## src/rtl/pc_fetch_unit.sv

```systemverilog
// pc_fetch_unit
//   Instruction-fetch stage that sits upstream of the control unit. It holds
//   the PC and fetches from instruction memory over a req/valid handshake. It
//   presents the fetched instruction and its opcode to decode, and it computes
//   the next PC from the control unit's PcSrc/PCWre when the instruction retires.
//
//   Parameters
//     RESET_PC   PC after reset (word-aligned)
//     MAX_WAIT   FETCH cycles without imem_valid before fetch_err
//     CNT_W      wait-counter width, 2**CNT_W > MAX_WAIT
//
//   Ports
//     CLK         in   rising-edge clock
//     Reset       in   synchronous, active-low reset
//     PCWre       in   0 = halt when the current instruction retires
//     PcSrc[1:0]  in   00 seq, 01 branch, 10 jump, 11 treated as seq
//     imm_ext     in   sign/zero-extended immediate (word offset for branch)
//     jaddr       in   26-bit jump target field
//     ins_ready   in   datapath retires the issued instruction this cycle
//     imem_valid  in   memory response valid
//     imem_rdata  in   memory response data
//     imem_req    out  fetch request
//     imem_addr   out  fetch address (always equals pc)
//     ins         out  issued instruction register
//     op          out  ins[31:26]
//     ins_valid   out  ins is live for decode/execute
//     pc          out  current PC
//     pc_plus4    out  pc + 4
//     halted      out  halt reached (leaves only through reset)
//     fetch_err   out  fetch timeout, sticky until reset
module pc_fetch_unit #(
   parameter logic [31:0] RESET_PC = 32'h0000_0000,
   parameter int unsigned MAX_WAIT = 15,
   parameter int unsigned CNT_W    = 4
) (
   input  logic        CLK,
   input  logic        Reset,
   input  logic        PCWre,
   input  logic [1:0]  PcSrc,
   input  logic [31:0] imm_ext,
   input  logic [25:0] jaddr,
   input  logic        ins_ready,
   input  logic        imem_valid,
   input  logic [31:0] imem_rdata,
   output logic        imem_req,
   output logic [31:0] imem_addr,
   output logic [31:0] ins,
   output logic [5:0]  op,
   output logic        ins_valid,
   output logic [31:0] pc,
   output logic [31:0] pc_plus4,
   output logic        halted,
   output logic        fetch_err
);

   typedef enum logic [1:0] {
      FETCH = 2'd0,
      ISSUE = 2'd1,
      HALT  = 2'd2,
      ERR   = 2'd3
   } stateT;

   localparam logic [CNT_W-1:0] WAIT_LAST = CNT_W'(MAX_WAIT - 1);

   stateT            state;
   logic [CNT_W-1:0] waitCnt;
   logic [31:0]      nextPc;

   assign pc_plus4  = pc + 32'd4;
   assign imem_addr = pc;
   assign op        = ins[31:26];

   // Branch offset is a word offset, hence the shift; the jump keeps the
   // upper nibble of the sequential PC.
   always_comb begin
      nextPc = pc_plus4;
      unique case (PcSrc)
         2'b01:   nextPc = pc_plus4 + (imm_ext << 2);
         2'b10:   nextPc = {pc_plus4[31:28], jaddr, 2'b00};
         default: nextPc = pc_plus4;
      endcase
   end

   // Status outputs are flops updated on the same transitions as state, so
   // each one is a clean registered decode of the current state.
   always_ff @(posedge CLK) begin
      if (!Reset) begin
         state     <= FETCH;
         pc        <= RESET_PC;
         ins       <= '0;
         waitCnt   <= '0;
         imem_req  <= 1'b1;
         ins_valid <= 1'b0;
         halted    <= 1'b0;
         fetch_err <= 1'b0;
      end else begin
         unique case (state)
            FETCH: begin
               if (imem_valid) begin
                  ins       <= imem_rdata;
                  waitCnt   <= '0;
                  state     <= ISSUE;
                  imem_req  <= 1'b0;
                  ins_valid <= 1'b1;
               end else if (waitCnt == WAIT_LAST) begin
                  state     <= ERR;
                  imem_req  <= 1'b0;
                  fetch_err <= 1'b1;
               end else begin
                  waitCnt <= waitCnt + CNT_W'(1);
               end
            end
            ISSUE: begin
               if (ins_ready) begin
                  ins_valid <= 1'b0;
                  if (PCWre) begin
                     pc       <= nextPc;
                     state    <= FETCH;
                     imem_req <= 1'b1;
                  end else begin
                     state  <= HALT;
                     halted <= 1'b1;
                  end
               end
            end
            HALT: state <= HALT;
            ERR:  state <= ERR;
            default: state <= ERR;
         endcase
      end
   end

endmodule

```

## config.mk

```make
export PLATFORM = sky130hd
export DESIGN_NAME = pc_fetch_unit
export DESIGN_NICKNAME = d
export VERILOG_FILES = /design/src/rtl/pc_fetch_unit.sv
export SDC_FILE = /design/constraint.sdc
export NUM_CORES = 1
export LEC_CHECK = 0
export CORE_ASPECT_RATIO = 1.25
export CORE_MARGIN = 1.5
export CORE_UTILIZATION = 48
export DETAILED_ROUTE_END_ITERATION = 7
export PLACE_DENSITY = 0.95
export SLEW_MARGIN = 5
export SYNTH_ARGS = -nofsm -noshare
export SYNTH_HDL_FRONTEND = slang
export SYNTH_SLANG_ARGS = --single-unit
```

## constraint.sdc

```tcl
create_clock -name CLK -period 8 [get_ports CLK]
set_input_delay 0.8 -clock CLK [delete_from_list [all_inputs] [get_ports CLK]]
set_output_delay 0.8 -clock CLK [all_outputs]
set_load 0.03 [all_outputs]
```

==> run_summary.xml <==
<?xml version="1.0" encoding="UTF-8"?>
<metrics>
  <group name="outcome">
    <metric name="result_of_the_run" unit="">finished clean</metric>
  </group>
  <group name="clocking">
    <metric name="ctsHoldBuffers" unit="">0</metric>
    <metric name="cts.htree.levels" unit="">3</metric>
    <metric name="tritoncts_clock_tree" unit="">yes</metric>
    <metric name="cell_at_the_root_of_the_clock_tree" unit="">sky130_fd_sc_hd__clkbuf_16</metric>
    <metric name="cts_made_buffers" unit="">9</metric>
    <metric name="clk_path_buf_depth" unit="">2</metric>
    <metric name="postCtsSetupBuffers" unit="">0</metric>
    <metric name="post_cts.resized_instances" unit="">0</metric>
    <metric name="clk_latency" unit="ps">340</metric>
    <metric name="cts_sinks" unit="">72</metric>
    <metric name="path_clk_slew" unit="ps">60</metric>
  </group>
  <group name="detailed_routing">
    <metric name="initialDrtViolationCount" unit="">466</metric>
    <metric name="detailroute.via_count" unit="">6355</metric>
    <metric name="finalWirelength" unit="mm">18.1</metric>
    <metric name="drt-vias-per-instance" unit="">5.84</metric>
    <metric name="drc" unit="">0</metric>
    <metric name="ant_nets" unit="">0</metric>
    <metric name="drt-pass1-iter-count" unit="">5</metric>
    <metric name="wl_per_cell" unit="µm">16.6</metric>
  </group>
  <group name="final_layout">
    <metric name="layout_common_cells" unit="">sky130_fd_sc_hd__clkdlybuf4s50_1 (226), sky130_fd_sc_hd__nand2_1 (121), sky130_fd_sc_hd__a21oi_1 (88)</metric>
    <metric name="filler_cell_count" unit="">892</metric>
    <metric name="areaGrowthSynthToFinish" unit="%">40.7</metric>
    <metric name="finish.cell_count_without_fillers" unit="">1089</metric>
    <metric name="final_nets" unit="">1063</metric>
    <metric name="antenna_cells" unit="">0</metric>
    <metric name="layout-drive-gt1-share" unit="%">4.20</metric>
    <metric name="layout.cells.most_common" unit="">sky130_fd_sc_hd__clkdlybuf4s50_1</metric>
    <metric name="multiInputGateArea" unit="µm²">3730</metric>
    <metric name="storage_element_area" unit="µm²">1440</metric>
  </group>
  <group name="grt">
    <metric name="track_usage" unit="%">28.4</metric>
    <metric name="grt_overflow" unit="">0</metric>
    <metric name="grt_antenna_before_repair" unit="">0</metric>
    <metric name="via_count_of_the_first_global_routing_pass" unit="">5889</metric>
    <metric name="first_pass_grt_wire_length" unit="mm">28.6</metric>
    <metric name="grt_max_degree" unit="">59</metric>
  </group>
  <group name="sta">
    <metric name="finalHoldViolations" unit="">0</metric>
    <metric name="maxSlewViolCount" unit="">0</metric>
    <metric name="max_freq" unit="MHz">214</metric>
    <metric name="fin_skew" unit="ps">10.8</metric>
    <metric name="layout_worst_path_cycle_share" unit="%">58.3</metric>
    <metric name="rsz0062_at_grt" unit="">no</metric>
    <metric name="worst-slew-pin-transition" unit="ps">1210</metric>
    <metric name="setup_violations" unit="">0</metric>
    <metric name="max_slew_headroom" unit="%">19.3</metric>
    <metric name="totalNegativeSetupSlack" unit="ps">0</metric>
    <metric name="final_critical_path_time_including_i_o_delays_and_setup" unit="ps">4670</metric>
  </group>
  <group name="placed_design">
    <metric name="finalWeightedCongestion" unit="">1.03</metric>
    <metric name="detailedPlacementHpwl" unit="mm">13.5</metric>
    <metric name="numPortBuffers" unit="">226</metric>
    <metric name="place.detailed.instances" unit="">1073</metric>
  </group>
  <group name="setup_path">
    <metric name="crit_path_end_kind" unit="">flip-flop</metric>
    <metric name="cpLargestDelayFamily" unit="">simple AND/OR/NAND/NOR gates</metric>
    <metric name="worst_ep_arrival_time" unit="ps">4840</metric>
    <metric name="max_stage_delay" unit="ps">680</metric>
    <metric name="number_of_buffers_and_inverters_on_the_critical_path" unit="">0</metric>
    <metric name="worstReg2RegStart" unit="">imem_addr[2]$_SDFFE_PN0P_</metric>
    <metric name="required_time_of_the_worst_setup_path" unit="ps">8180</metric>
    <metric name="worst_setup_path_start_kind" unit="">flip-flop</metric>
    <metric name="critPathKind" unit="">flip-flop to flip-flop</metric>
    <metric name="timing.critical_path.from" unit="">imem_addr[2]$_SDFFE_PN0P_</metric>
    <metric name="crit_chain" unit="">ha_1 &gt; nand4_1 &gt; or3_1 &gt; nor2_1 &gt; nand4_1 &gt; xnor2_1 &gt; ha_1 &gt; a21oi_1 &gt; nand3_1 &gt; nor3b_1 &gt; o311ai_0 &gt; a31oi_1 &gt; xnor2_1 &gt; o22ai_1</metric>
    <metric name="cpMaxStageDelayCell" unit="">sky130_fd_sc_hd__nor3b_1</metric>
    <metric name="critPathMaxFanout" unit="">8</metric>
  </group>
  <group name="pwr">
    <metric name="peakVddDrop" unit="V">0.0000902</metric>
    <metric name="power.density_cell_area" unit="nW/µm²">196</metric>
    <metric name="p_leak" unit="µW">0.00311</metric>
  </group>
  <group name="synthesis">
    <metric name="yosys.area_share.adder" unit="%">9.54</metric>
    <metric name="synth_top_family_by_area" unit="">compound AO/OA/AOI/OAI gates</metric>
    <metric name="cell_accounting_for_the_most_synthesized_area" unit="">sky130_fd_sc_hd__dfxtp_1</metric>
    <metric name="synthSimpleGateAreaFrac" unit="%">21.4</metric>
    <metric name="synth_mux_area_share" unit="%">0.897</metric>
    <metric name="synth-seq-cells" unit="">72</metric>
    <metric name="instance_count_of_the_mapped_netlist" unit="">756</metric>
    <metric name="postSynthAreaPerCell" unit="µm²">7.56</metric>
    <metric name="syn_area" unit="µm²">5720</metric>
    <metric name="ys_seq_area_share" unit="%">25.2</metric>
    <metric name="post_synth_num_cell_types" unit="">71</metric>
    <metric name="yosys.area_share.xor_xnor" unit="%">7.62</metric>
    <metric name="async_flop_share" unit="%">0</metric>
    <metric name="synth.top_cells.by_area" unit="">sky130_fd_sc_hd__dfxtp_1 (25%), sky130_fd_sc_hd__ha_1 (9.2%), sky130_fd_sc_hd__nand2_1 (7.9%), sky130_fd_sc_hd__a21oi_1 (7.7%), sky130_fd_sc_hd__buf_4 (5.5%)</metric>
    <metric name="synth_flop_cell" unit="">sky130_fd_sc_hd__dfxtp_1</metric>
    <metric name="synth_top_area_share" unit="%">25.2</metric>
    <metric name="synth_compound_area_share" unit="%">25.5</metric>
    <metric name="synth-edff-count" unit="">0</metric>
    <metric name="synthesis.yosys.warnings" unit="">0</metric>
  </group>
  <group name="floorplanning">
    <metric name="design.die.area" unit="µm²">12600</metric>
    <metric name="fp.dieH" unit="µm">125</metric>
    <metric name="chipWidth" unit="µm">101</metric>
    <metric name="io-pin-count" unit="">235</metric>
    <metric name="std_cell_rows" unit="">44</metric>
    <metric name="floorplan.core_area" unit="µm²">11600</metric>
    <metric name="floorplan.initialDensity" unit="%">49.2</metric>
  </group>
  <group name="worst_hold_path">
    <metric name="hold_path.class" unit="">flip-flop to flip-flop</metric>
    <metric name="worst_hold_startpoint" unit="">ins[10]$_SDFFE_PN0P_</metric>
  </group>
  <group name="job">
    <metric name="cap_viol_max_count" unit="">0</metric>
  </group>
</metrics>
[where the power goes]
part,internal (µW),leakage (µW),switching (µW)
Combinational,298,0.00239,438
Sequential,413,0.000587,50.4
Clock,212,0.000129,164
Total,924,0.00311,653
[registers in the layout, summed over array words and instances (netlist names)]
name	flops
waitCnt	4
fetch_err	1
halted	1
imem_addr	30
imem_req	1
ins_valid	1
ins	32
state	2
[final timing paths]
| kind | cells past startpoint | slack [ps] | to |
|---|---|---|---|
| hold / removal | 2 | 450 | ins[10]$_SDFFE_PN0P_ |
| hold reg to reg | 2 | 450 | ins[10]$_SDFFE_PN0P_ |
| setup reg to reg | 14 | 3330 | imem_addr[31]$_SDFFE_PN0P_ |
| setup / recovery | 14 | 3330 | imem_addr[31]$_SDFFE_PN0P_ |
[synthesized netlist by cell type (8+ instances only)]
cell type,count
sky130_fd_sc_hd__a21oi_1,88
sky130_fd_sc_hd__xnor2_1,29
sky130_fd_sc_hd__a22oi_1,10
sky130_fd_sc_hd__a221oi_1,11
sky130_fd_sc_hd__ha_1,42
sky130_fd_sc_hd__nor3_1,13
sky130_fd_sc_hd__nand3_1,18
sky130_fd_sc_hd__o22ai_1,8
sky130_fd_sc_hd__a21o_1,12
sky130_fd_sc_hd__nand4_1,13
sky130_fd_sc_hd__o21ai_0,29
sky130_fd_sc_hd__o211ai_1,9
sky130_fd_sc_hd__inv_1,23
sky130_fd_sc_hd__nor2_1,42
sky130_fd_sc_hd__clkbuf_1,27
sky130_fd_sc_hd__nand2_1,121
sky130_fd_sc_hd__dfxtp_1,72
sky130_fd_sc_hd__xor2_1,17
sky130_fd_sc_hd__buf_4,42
[cell families (layout without fill, tap and decap cells)]
family                     after synthesis  after routing
AOI/OAI and AO/OA                      224            224
xor gates and xnor gates                48             48
adders and majority gates               43             43
buffers and inverters                  104            271
DFF                                     72             72
muxes                                    5              5
other                                    1              6
and+or+nand+nor                        259            259
[area by class of cell]
cell class              instances  area share, %
inverters                      24           1.12
multi-input cells             585           46.4
clock inverters                 7          0.669
repair buffers                231           28.6
clock buffers                   9           2.80
well taps                     161           2.50
flip-flops and latches         72           17.9
[through the flow]
stage / total power, µW / instance area (µm²) / util [%] / setup slack, ps / hold slack (ps)
3_3_place_gp: 1180 / 7760 / 66.8 / 3580 / 441
5_1_grt: 1660 / 8040 / 69.2 / 2960 / 469
3_5_place_dp: 1200 / 7760 / 66.8 / 3500 / 446
2_1_floorplan: 945 / 5740 / - / 3610 / 507
4_1_cts: 1580 / 8040 / 69.2 / 3460 / 454
6_report: 1580 / 8040 / 69.2 / 3330 / 451
[layer usage]
layer | vias up | share of wire, % | global-route usage, % | wire [µm]
li1 | 3006 | - | - | -
met5 | - | 0 | 0 | 0
met1 | 2952 | 38 | 33.0 | 6870
met2 | 343 | 50 | 50.0 | 9100
met3 | 54 | 7.6 | 3.30 | 1380
met4 | 0 | 3.9 | 15.2 | 709
[tightest hold or removal path, cell delays in order, from the launching register on]
cell                      delay [ps]
sky130_fd_sc_hd__dfxtp_1         310
sky130_fd_sc_hd__nand2_1          50
sky130_fd_sc_hd__a21oi_1          50
(Power assumes the default switching activity.)
